<file path="src/rtl/sd_cmd_engine.sv">
// SD card CMD-line engine, native 1-bit mode: generates SD_CLK, sends a 48-bit
// command frame with CRC7 and captures/checks the optional 48-bit response.
module sd_cmd_engine #(
    parameter int CLK_DIV      = 63,
    parameter int INIT_CLKS    = 80,
    parameter int RESP_TIMEOUT = 64
) (
    input  logic        clk,
    input  logic        reset_n,
    input  logic        cmd_valid,
    output logic        cmd_ready,
    input  logic [5:0]  cmd_index,
    input  logic [31:0] cmd_arg,
    input  logic        resp_en,
    input  logic        resp_nocrc,
    output logic        resp_valid,
    output logic [5:0]  resp_index,
    output logic [31:0] resp_arg,
    output logic        resp_crc_err,
    output logic        resp_timeout,
    output logic        sd_clk,
    output logic        sd_cmd_out,
    output logic        sd_cmd_oe,
    input  logic        sd_cmd_in
);

    typedef enum logic [2:0] {
        S_INIT, S_IDLE, S_TX, S_WAIT, S_RX, S_NRC, S_DONE
    } state_t;

    state_t      state_q, state_d;
    logic [7:0]  div_q;
    logic [7:0]  cnt_q;
    logic [1:0]  sync_q;
    logic [47:0] tx_sr;
    logic [47:0] rx_sr;
    logic [39:0] cmd_head;
    logic        resp_en_q, nocrc_q, got_q, timeout_q;
    logic        running, cnt_inc, tick, rise, fall, accept, cmd_sync;

    function automatic logic [6:0] crc7(input logic [39:0] d);
        logic [6:0] c;
        logic       fb;
        c = '0;
        for (int i = 39; i >= 0; i--) begin
            fb = d[i] ^ c[6];
            c  = {c[5:0], 1'b0};
            if (fb) c = c ^ 7'h09;
        end
        return c;
    endfunction

    assign cmd_head = {2'b01, cmd_index, cmd_arg};
    assign cmd_sync = sync_q[1];
    assign tick     = running && (div_q == 8'(CLK_DIV - 1));
    assign rise     = tick && !sd_clk;
    assign fall     = tick && sd_clk;
    assign accept   = cmd_ready && cmd_valid;

    always_ff @(posedge clk or negedge reset_n) begin
        if (!reset_n) state_q <= S_INIT;
        else          state_q <= state_d;
    end

    always_comb begin
        state_d = state_q;
        case (state_q)
            S_INIT: if (fall && cnt_q == 8'(INIT_CLKS)) state_d = S_IDLE;
            S_IDLE: if (cmd_valid) state_d = S_TX;
            S_TX:   if (fall && cnt_q == 8'd47) state_d = resp_en_q ? S_WAIT : S_NRC;
            S_WAIT: if (rise) begin
                        if (!cmd_sync)                              state_d = S_RX;
                        else if (cnt_q == 8'(RESP_TIMEOUT - 1)) state_d = S_NRC;
                    end
            S_RX:   if (rise && cnt_q == 8'd46) state_d = S_NRC;
            S_NRC:  if (fall && cnt_q == 8'd8) state_d = S_DONE;
            S_DONE: state_d = S_IDLE;
            default: state_d = S_INIT;
        endcase
    end

    // INIT/WAIT/RX/NRC count rising edges, TX counts falling edges (bits placed).
    always_comb begin
        running    = 1'b0;
        cnt_inc    = 1'b0;
        cmd_ready  = 1'b0;
        resp_valid = 1'b0;
        case (state_q)
            S_INIT: begin running = 1'b1; cnt_inc = rise; end
            S_IDLE: cmd_ready = 1'b1;
            S_TX:   begin running = 1'b1; cnt_inc = fall; end
            S_WAIT, S_RX, S_NRC: begin running = 1'b1; cnt_inc = rise; end
            S_DONE: resp_valid = 1'b1;
            default: ;
        endcase
    end

    always_ff @(posedge clk or negedge reset_n) begin
        if (!reset_n) begin
            div_q  <= '0;
            sd_clk <= 1'b0;
        end else if (!running) begin
            div_q  <= '0;
            sd_clk <= 1'b0;
        end else if (tick) begin
            div_q  <= '0;
            sd_clk <= ~sd_clk;
        end else begin
            div_q  <= div_q + 8'd1;
        end
    end

    always_ff @(posedge clk or negedge reset_n) begin
        if (!reset_n)               cnt_q <= '0;
        else if (state_d != state_q) cnt_q <= '0;
        else if (cnt_inc)           cnt_q <= cnt_q + 8'd1;
    end

    always_ff @(posedge clk or negedge reset_n) begin
        if (!reset_n) sync_q <= 2'b11;
        else          sync_q <= {sync_q[0], sd_cmd_in};
    end

    always_ff @(posedge clk or negedge reset_n) begin
        if (!reset_n) begin
            sd_cmd_out <= 1'b1;
            sd_cmd_oe  <= 1'b0;
        end else begin
            case (state_q)
                S_INIT: begin sd_cmd_oe <= 1'b1; sd_cmd_out <= 1'b1; end
                S_IDLE: begin
                    sd_cmd_oe  <= 1'b1;
                    sd_cmd_out <= accept ? cmd_head[39] : 1'b1;
                end
                S_TX: if (fall) begin
                    if (cnt_q == 8'd47) begin
                        sd_cmd_oe  <= 1'b0;
                        sd_cmd_out <= 1'b1;
                    end else begin
                        sd_cmd_out <= tx_sr[47];
                    end
                end
                S_NRC: if (fall) begin sd_cmd_oe <= 1'b1; sd_cmd_out <= 1'b1; end
                default: ;
            endcase
        end
    end

    always_ff @(posedge clk or negedge reset_n) begin
        if (!reset_n) begin
            got_q     <= 1'b0;
            timeout_q <= 1'b0;
        end else if (accept) begin
            got_q     <= 1'b0;
            timeout_q <= 1'b0;
        end else if (state_q == S_WAIT && rise) begin
            if (!cmd_sync)                              got_q     <= 1'b1;
            else if (cnt_q == 8'(RESP_TIMEOUT - 1)) timeout_q <= 1'b1;
        end
    end

    // tx_sr holds the bits still to be sent, MSB next.
    always_ff @(posedge clk) begin
        if (accept) begin
            tx_sr     <= {cmd_head[38:0], crc7(cmd_head), 1'b1, 1'b0};
            resp_en_q <= resp_en;
            nocrc_q   <= resp_nocrc;
        end else if (state_q == S_TX && fall) begin
            tx_sr     <= {tx_sr[46:0], 1'b0};
        end
        if ((state_q == S_WAIT || state_q == S_RX) && rise)
            rx_sr <= {rx_sr[46:0], cmd_sync};
    end

    always_ff @(posedge clk or negedge reset_n) begin
        if (!reset_n) begin
            resp_index   <= '0;
            resp_arg     <= '0;
            resp_crc_err <= 1'b0;
            resp_timeout <= 1'b0;
        end else if (state_q == S_NRC && state_d == S_DONE) begin
            if (got_q) begin
                resp_index   <= rx_sr[45:40];
                resp_arg     <= rx_sr[39:8];
                resp_crc_err <= rx_sr[46] | ~rx_sr[0] |
                                (~nocrc_q & (crc7(rx_sr[47:8]) != rx_sr[7:1]));
                resp_timeout <= 1'b0;
            end else begin
                resp_index   <= '0;
                resp_arg     <= '0;
                resp_crc_err <= 1'b0;
                resp_timeout <= timeout_q;
            end
        end
    end

endmodule

</file>
<file path="config.mk">
export PLATFORM = sky130hd
export DESIGN_NAME = sd_cmd_engine
export DESIGN_NICKNAME = d
export VERILOG_FILES = /design/src/rtl/sd_cmd_engine.sv
export SDC_FILE = /design/constraint.sdc
export NUM_CORES = 1
export LEC_CHECK = 0
export CORE_ASPECT_RATIO = 1.2
export CORE_MARGIN = 2
export CORE_UTILIZATION = 46
export DETAILED_ROUTE_END_ITERATION = 12
export GPL_TIMING_DRIVEN = 0
export HOLD_SLACK_MARGIN = 0.06
export MAX_ROUTING_LAYER = met4
export PLACE_DENSITY = 0.67
export SYNTH_ARGS = -nofsm -noshare
export SYNTH_HDL_FRONTEND = slang
export SYNTH_SLANG_ARGS = --single-unit
</file>
<file path="constraint.sdc">
create_clock -name clk -period 3.1 [get_ports clk]
set_input_delay 0.775 -clock clk [delete_from_list [all_inputs] [get_ports clk]]
set_output_delay 0.775 -clock clk [all_outputs]
set_load 0.01 [all_outputs]
</file>
# Word level (Yosys, flattened, before mapping)
# Cells that the tools add are included.
dict set report classes {
  n_mux 239
  eq_ne 20
  bitwise 161
  n_reduce_logical 29
  add_sub_neg 2
}
# cell count
set ops {}
lappend ops {{two-way mux 7 bit} 119}
lappend ops {{two-way mux 4 bit} 79}
lappend ops {{NOT 2 bit} 78}
lappend ops {{two-way mux 47 bit} 2}
lappend ops {{bitwise XOR 1 bit} 77}
lappend ops {{equality test 8 x 6 -> 1 bit, second input constant} 4}
lappend ops {{two-way mux 32 bit} 1}
lappend ops {{two-way mux 8 bit} 4}
lappend ops {{two-way mux 3 bit} 9}
lappend ops {{case mux 3 bit (7 select lines)} 1}
lappend ops {{two-way mux 1 bit} 20}
lappend ops {{adder 8 x 1 -> 8 bit, second input constant} 2}
lappend ops {{equality test 3 bit, second input constant} 4}
lappend ops {{logical AND 1 bit} 12}
lappend ops {{nonzero test 2 bit} 5}
lappend ops {{equality test 8 x 4 -> 1 bit, second input constant} 1}
lappend ops {{equality test 8 x 7 -> 1 bit, second input constant} 1}
lappend ops {{!= test 7 bit} 1}
lappend ops {{equality test 3 x 2 -> 1 bit, second input constant} 2}
lappend ops {{two-way mux 6 bit} 1}
lappend ops {{!= test 2 bit, second input constant} 3}
lappend ops {{AND reduction 3 bit} 2}
lappend ops {{OR reduction 5 bit} 1}
lappend ops {{!= test 2 x 1 -> 1 bit, second input constant} 2}
lappend ops {{17 further kinds} 20}
dict set report totals {
  regBits 163
  out_inout_bits 45
  elab_cells 469
}

# Logic depth before layout (Yosys ltp)
# Gate-level depths: netlist of the first run.
dict set report logic_depth {
  word_depth 171
  mapped_depth 11
  depth_no_buf 10
}

# Worst setup path before layout of the first run
# Ideal clock, no wire load.
dict set report synth_path {
  kind {register to register}
  start {reg div_q[0]}
  end {reg tx_sr[10], enable pin}
  t_required_ns 2.717
  n_path_buf 1
  arrival_ns 2.363
  stages_incl_launch_ff 8
  slack_ns 0.355
  cell_sequence {dfrtp_1 -> inv_1 -> ha_1 -> nor3b_1 -> nand3_1 -> nor3_1 -> clkbuf_1 -> or2_2}
}
dict set report synth_between {
  elab_chain_len 5
}
# element line
set synth_lines {}
lappend synth_lines {{start, declared} 32} ;# logic [7:0] div_q;
lappend synth_lines {{start signal, assigned} 109} ;# div_q <= div_q + 8'd1;
lappend synth_lines {{equality test 8 x 6 -> 1 bit} 55} ;# assign tick = running && (div_q == 8'(CLK_DIV - 1));
lappend synth_lines {{logical AND 1 bit} 55}
lappend synth_lines {{logical AND 1 bit} 57} ;# assign fall = tick && sd_clk;
lappend synth_lines {{logical AND 1 bit} 168} ;# end else if (state_q == S_TX && fall) begin
lappend synth_lines {{nonzero test 2 bit (no line)} --}
lappend synth_lines {{end signal, assigned} 165} ;# tx_sr <= {cmd_head[38:0], crc7(cmd_head), 1'b1, 1'b0};
lappend synth_lines {{end signal, assigned} 169} ;# tx_sr <= {tx_sr[46:0], 1'b0};
lappend synth_lines {{end, declared} 35} ;# logic [47:0] tx_sr;
# No other way between the ends.
# A chain may end at the register's enable or synchronous reset.

# Worst setup path after layout of the first run
dict set report layout_path {
  start {in cmd_index[5]}
  end {reg tx_sr[8], data pin}
}
dict set report layout_between {
  elab_chain_len 62
}
# element line
set layout_lines {}
lappend layout_lines {{start, declared} 12} ;# input logic [5:0] cmd_index,
lappend layout_lines {{bitwise XOR 1 bit (*)} 46} ;# fb = d[i] ^ c[6];
lappend layout_lines {{two-way mux 4 bit (*)} 48} ;# if (fb) c = c ^ 7'h09;
lappend layout_lines {{two-way mux 7 bit (*) (4 in series)} 164} ;# if (accept) begin
lappend layout_lines {{bitwise XOR 1 bit or two-way mux 7 bit (tied branches)} {46, 164}}
lappend layout_lines {{two-way mux 4 bit or NOT 2 bit (tied branches)} --}
lappend layout_lines {{two-way mux 7 bit (*) (4 in series)} 164}
lappend layout_lines {{bitwise XOR 1 bit or two-way mux 7 bit (tied branches)} {46, 164}}
lappend layout_lines {{two-way mux 4 bit, or another cell as far along} 48}
lappend layout_lines {{[38 not listed]} --}
lappend layout_lines {{two-way mux 4 bit or two-way mux 7 bit (tied branches)} {48, 164}}
lappend layout_lines {{two-way mux 7 bit (*)} 164}
lappend layout_lines {{two-way mux 4 bit or two-way mux 7 bit (tied branches)} {48, 164}}
lappend layout_lines {{two-way mux 7 bit (*)} 164}
lappend layout_lines {{NOT 2 bit (no line) or bitwise XOR 1 bit (tied branches)} --}
lappend layout_lines {{two-way mux 4 bit (*)} 48}
lappend layout_lines {{two-way mux 7 bit (*) (3 in series)} 164}
lappend layout_lines {{two-way mux 47 bit (*)} 164}
# Mark *: on every way between the ends. The rest lies on a longest branch, timed or not. The select of a mux whose other input is x is not followed.

==> results.py, run 1 <==
metrics = {
    "clocking": {
        "cts_tree": "built",
        "cts_buffers": 17,
        "h-tree-depth": 4,
        "cts.sinks": 163,
        "holdBufCountCts": 0,
        "clk-insertion-delay-late_ps": 420,
        "clkTransAtPathRegs_ps": 60,
        "cts_max_path_buffers": 2,
        "root_buffer": "clkbuf_16",
    },
    "sta": {
        "worst_hold_slack_ps": 359,
        "min_period_ps": 2990,
        "finalSetupViolCount": 0,
        "slew_headroom": 0.447,
        "fmax_mhz": 334,
        "finClkSkew_ps": 8.79,
        "worstMarginPinSlew_ps": 829,
        "rsz0062_at_grt": "no",
        "hold_violations": 0,
        "min_period_over_period": 0.965,
        "slew_viol_final": 0,
    },
    "power": {
        "peakVddDrop_v": 0.000330,
        "p_leak_nw": 3.95,
        "finalPower_mw": 5.07,
        "powerDensity_mw_per_mm2": 512,
    },
    "die": {
        "die_w_microns": 125,
        "core_sq_mm": 0.0174,
        "initial_core_util": 0.465,
        "die_h_microns": 149,
        "dieArea_sq_mm": 0.0186,
        "io_pins": 89,
        "num_rows": 53,
    },
    "critical_path": {
        "r2r_end": "cnt_q[5]",
        "critPathRequiredTime_ps": 3270,
        "critPathKind": "in -> reg",
        "crit_end": "tx_sr[8]",
        "start_kind": "input port",
        "crit_start": "cmd_index[5]",
        "path_max_fanout": 3,
        "timing.rr.start": "div_q[0]",
        "ff2ff_setup_slack_ps": 240,
        "worstSetupEndpointType": "flop",
        "r2r_cells": 10,
        "worst_ep_arrival_time_ps": 3160,
    },
    "yosys": {
        "synthCells": 651,
        "yosys-top-cells-area": "edfxtp_1 (35%), dfrtp_1 (20%), xnor2_1 (8.8%), xnor3_1 (4.7%), nand2_1 (4.6%)",
        "synth_most_common_cell": "nand2_1",
        "synth_top_cell_by_area": "edfxtp_1",
        "synth_nets": 700,
        "synthFlopType": "edfxtp_1",
        "synthTopCellsByCount": "nand2_1 (98), edfxtp_1 (95), xnor2_1 (81)",
        "ys_ff_latch": 163,
        "postSynthAreaPerCell_sq_um": 12.4,
        "synth_top_area_frac": 0.353,
        "async_flop_share": 0.405,
        "synth_edf_count": 95,
        "syn-cell-area_sq_mm": 0.00807,
        "yosys_warnings": 0,
        "synth_cell_types": 47,
        "ys_seq_area_frac": 0.563,
    },
    "routing": {
        "post-route-drc-count": 0,
        "first_pass_iters": 6,
        "routed_wl_microns": 17000,
        "vias": 5244,
        "wl_per_cell_microns": 17.1,
        "ant_nets": 0,
        "via_per_inst": 5.28,
        "drtIter0Drc": 283,
    },
    "finish": {
        "postLayoutCoreUtil": 0.570,
        "areaGrowthSynthToFinish_pct": 22.7,
        "n_antenna_cell": 0,
        "fill_cells": 1441,
        "seq_area_sq_mm": 0.00455,
        "nNetsFinal": 809,
        "multiInputGateArea_sq_mm": 0.00345,
        "drive_above_1_share": 0.0776,
    },
    "status": {
        "status": "completed",
    },
    "grt": {
        "grt_pass1_wl_microns": 27500,
        "gr-total-overflow": 0,
        "track_usage": 0.192,
        "antenna_found_initial": 0,
        "grt_max_degree": 67,
        "first_global_vias": 5511,
    },
    "placement": {
        "gp_congestion": 0.906,
        "io_buffer_count": 88,
        "dp.final_hpwl_microns": 12500,
    },
    "min_path": {
        "min_path_type": "reg -> reg",
    },
    "flow_run": {
        "maxCapViolCount": 0,
    },
}
==> cell usage in the layout (no fill, tap or decap), types with 22 or more instances in the layout <==
master           netlist  final
nand2_1               98     98
edfxtp_1              95     95
clkdlybuf4s50_1        0     87
xnor2_1               81     77
dfrtp_1               63     63
nand3_1               49     49
a22o_1                40     40
xor2_1                39     37
clkbuf_1              24     23
nor2_1                22     22
==> metal layers <==
layer  global-route usage  share of wire  up-vias
met5                    -              0        -
met3               0.0373          0.037       25
met1                0.221           0.42     2565
li1                     -              -     2513
met2                0.339           0.53      141
met4               0.0672          0.018        0
==> where the power goes <==
part           internal (mW)  switching, mW
Sequential              2.28        0.00150
Clock                   1.20          0.894
Combinational          0.372          0.328
Total                   3.85           1.22
==> cell type report <==
class                   count  share of cell area
well taps                 220              0.0278
clock inverters            14              0.0155
clock buffers              18              0.0433
flip-flops and latches    163               0.459
plain buffers              27              0.0105
repair buffers             90              0.0915
inverters                  11             0.00417
multi-input cells         450               0.348
==> registers in the layout (all words and copies together) (netlist names) <==
register      cells
resp_arg         32
cnt_q             8
div_q             8
sd_clk            1
sd_cmd_out        1
rx_sr            48
resp_en_q         1
state_q           3
sync_q            2
resp_timeout      1
resp_index        6
resp_crc_err      1
nocrc_q           1
got_q             1
sd_cmd_oe         1
timeout_q         1
tx_sr            47
==> critical path, stage by stage <==
cell and delay, ps:
clkdlybuf4s50_1 600, xor2_2 260, xnor2_1 190, xnor3_1 500, xnor2_1 190, xor2_1 210
xnor2_1 170, xnor2_1 90, a22o_1 180
==> cells by family after synthesis <==
| kind of cell | synth area share |
|---|---|
| AO/OA/AOI/OAI | 0.0673 |
| buffers and inverters | 0.0181 |
| AND/OR/NAND/NOR | 0.120 |
| adder cells (fa/ha/maj) | 0.00775 |
| XOR/XNOR | 0.217 |
| multiplexers | 0.00620 |
| flip-flops | 0.563 |
==> repair_timing <==
action | 4_1_cts | 5_1_grt
resized for setup | 3 | 10
buffers inserted | 1 | 0
cloned | 0 | 1
pin swaps | 2 | 1
setup endpoints to repair | 46 | 66
==> how the worst min path moves through the flow <==
stage          startpoint         to  cells past startpoint
2_1_floorplan   sync_q[0]  sync_q[1]                      0
3_3_place_gp    sync_q[0]  sync_q[1]                      0
3_5_place_dp    sync_q[0]  sync_q[1]                      0
4_1_cts         sync_q[0]  sync_q[1]                      0
5_1_grt         sync_q[0]  sync_q[1]                      0
6_report        sync_q[0]  sync_q[1]                      0
==> stage by stage <==
step                      TNS (ps)  cell area, sq um  setup slack, ps  cells
after floorplan                  0              8070              355    651
after CTS                        0              9850             25.2    993
after global placement      -86950              9230             -841    959
after global routing             0              9900            0.882    993
final                            0              9900              110    993
after detailed placement    -26190              9250             -536    960
(Power assumes the default switching activity.)
==> run 2: changes to the inputs <==
--- a/config.mk
+++ b/config.mk
@@ -10,7 +10,7 @@
 export CORE_UTILIZATION = 46
 export DETAILED_ROUTE_END_ITERATION = 12
 export GPL_TIMING_DRIVEN = 0
-export HOLD_SLACK_MARGIN = 0.06
+export HOLD_SLACK_MARGIN = 0.05
 export MAX_ROUTING_LAYER = met4
 export PLACE_DENSITY = 0.67
 export SYNTH_ARGS = -nofsm -noshare
==> constraint.sdc (replaced) <==
create_clock -name clk -period 2.9 [get_ports clk]
set_input_delay 0.87 -clock clk [delete_from_list [all_inputs] [get_ports clk]]
set_output_delay 0.87 -clock clk [all_outputs]
set_load 0.01 [all_outputs]
==> results.py, run 2 (synthesis gave the netlist of run 1 again) <==
metrics = {
    "critical_path": {
        "path_max_fanout": 2,
        "worst_path_max_delay_cell": "xnor3_1",
        "critical_path.most_common_cell": "xnor2_2",
        "cp_num_buf_inv": 1,
        "worstSetupEndpointType": "flop",
        "critPathKind": "in -> reg",
        "start_kind": "input port",
        "path_delay_family": "XOR/XNOR gates",
        "crit_chain": "dlygate4sd2_1, xnor2_2, xnor3_1, xnor2_2, xnor2_2, xnor2_2, xor2_1, xor2_1, o21ai_1",
        "critPathMaxStageDelay_ps": 440,
        "critPathRequiredTime_ps": 3060,
        "worst_ep_arrival_time_ps": 3050,
    },
    "power": {
        "powerDensity_mw_per_mm2": 550,
        "p_sw_mw": 1.35,
        "peakVddDrop_v": 0.000356,
        "p_leak_nw": 4.10,
        "internal_power_mw": 4.19,
        "power_frac_seq": 0.441,
        "power_frac_comb": 0.156,
        "power_frac_clock": 0.403,
        "p_sw_frac": 0.243,
    },
    "finish": {
        "reg_top3": "rx_sr x48, tx_sr x47, resp_arg x32",
        "largest_reg_flops": 48,
        "drive_above_1_share": 0.108,
        "areaGrowthSynthToFinish_pct": 24.8,
        "layout_common_cells": "nand2_1 (98), edfxtp_1 (95), clkdlybuf4s50_1 (75)",
        "design_area_sq_mm": 0.0101,
        "mostFrequentLayoutCell": "nand2_1",
        "nNetsFinal": 815,
        "fill_cells": 1427,
        "largest_register": "rx_sr",
        "n_antenna_cell": 0,
    },
    "sta": {
        "fmax_mhz": 345,
        "hold_violations": 0,
        "fin_ws_ps": 4.90,
        "min_period_over_period": 0.998,
        "rsz0062_at_grt": "yes",
        "min_period_ps": 2900,
        "slew_headroom": 0.448,
        "worstMarginPinSlew_ps": 829,
        "slew_viol_final": 0,
        "finalSetupViolCount": 0,
        "finClkSkew_ps": 8.92,
    },
    "die": {
        "num_rows": 53,
        "die_w_microns": 125,
        "initial_core_util": 0.465,
        "die_h_microns": 149,
        "core_sq_mm": 0.0174,
        "io_pins": 89,
        "dieArea_sq_mm": 0.0186,
    },
    "min_path": {
        "min_path_type": "reg -> reg",
    },
    "flow_run": {
        "maxCapViolCount": 0,
    },
    "placement": {
        "postPlaceCellArea_sq_mm": 0.00925,
        "io_buffer_count": 88,
        "dp.final_hpwl_microns": 12500,
        "gp_congestion": 0.906,
        "pre_cts_slack_ps": -786,
    },
    "routing": {
        "post-route-drc-count": 0,
        "drtIter0Drc": 290,
        "first_pass_iters": 5,
        "vias": 5313,
        "via_per_inst": 5.32,
        "routed_wl_microns": 17200,
        "ant_nets": 0,
        "wl_per_cell_microns": 17.2,
    },
    "grt": {
        "gr-total-overflow": 0,
        "grt_max_degree": 67,
        "first_global_vias": 5595,
        "grt_pass1_wl_microns": 27800,
        "track_usage": 0.195,
        "antenna_found_initial": 0,
    },
    "clocking": {
        "root_buffer": "clkbuf_16",
        "cts_buffers": 17,
        "cts_tree": "built",
        "h-tree-depth": 4,
        "clkTransAtPathRegs_ps": 60,
        "clk-insertion-delay-late_ps": 420,
        "cts.sinks": 163,
        "cts_max_path_buffers": 2,
    },
    "status": {
        "status": "completed",
    },
}
run 2: changes by cell type in the layout (fill, tap and decap cells not counted), moves of 3 or more:
cell,delta
dlygate4sd2_1,+6
xnor3_1,-3
buf_4,+6
xnor2_1,-10
clkdlybuf4s50_1,-12
dlymetal6s2s_1,+6
xnor3_2,+3
xnor2_2,+9
run 2: final timing paths:
check	from	endpoint	slack, ps	cells after the start
worst min register to register	sync_q[0]	sync_q[1]	360	0
worst min-delay path	sync_q[0]	sync_q[1]	360	0
worst max-delay path	cmd_arg[25]	tx_sr[7]	5	9
worst max register to register	rx_sr[44]	resp_crc_err	130	8
min in group asynchronous	reset_n	div_q[4]	560	1
max in group asynchronous	reset_n	resp_arg[3]	1810	1
run 2: power by group through the flow:
| stage | combinational (mW) | sequential (mW) | clock, mW |
|---|---|---|---|
| floorplan | 0.539 | 2.49 | 0 |
| global placement | 0.699 | 2.49 | 0 |
| detailed placement | 0.715 | 2.49 | 0 |
| CTS | 0.812 | 2.44 | 2.27 |
| global route | 0.921 | 2.44 | 2.39 |
| finish | 0.864 | 2.44 | 2.23 |
run 2: final cells by class:
type	count	area, sq um	share of cell area
sequential	163	4550	0.451
multi-input combinational	450	3560	0.354
timing repair buffer	96	958	0.0951
clock buffer	18	429	0.0426
tap	220	275	0.0273
clock inverter	14	154	0.0153
buffer	27	105	0.0104
inverter	11	41.3	0.00410
run 2: metrics by stage:
step / utilization / hold WS (ps) / setup TNS [ps] / total power [mW] / cells
finish: 0.580 / 359 / 0 / 5.54 / 999
global route: 0.580 / 368 / -683 / 5.75 / 999
CTS: 0.573 / 361 / 0 / 5.52 / 998
detailed placement: 0.532 / 352 / -40100 / 3.20 / 960
global placement: 0.531 / 346 / -129190 / 3.19 / 959
floorplan: - / 345 / 0 / 3.02 / 651
run 2: timing repair:
action	4_1_cts	5_1_grt
pin swaps	10	9
gates cloned	1	0
endpoints found under the setup margin	76	80
setup buffers	6	1
hold buffers	0	0
gates resized for setup	20	26
run 2: metal layers:
metal | GRT usage | wire, microns | share of wire
met2 | 0.346 | 9060 | 0.53
met4 | 0.0700 | 380 | 0.022
met1 | 0.222 | 7060 | 0.41
met3 | 0.0373 | 668 | 0.039
met5 | - | 0 | 0
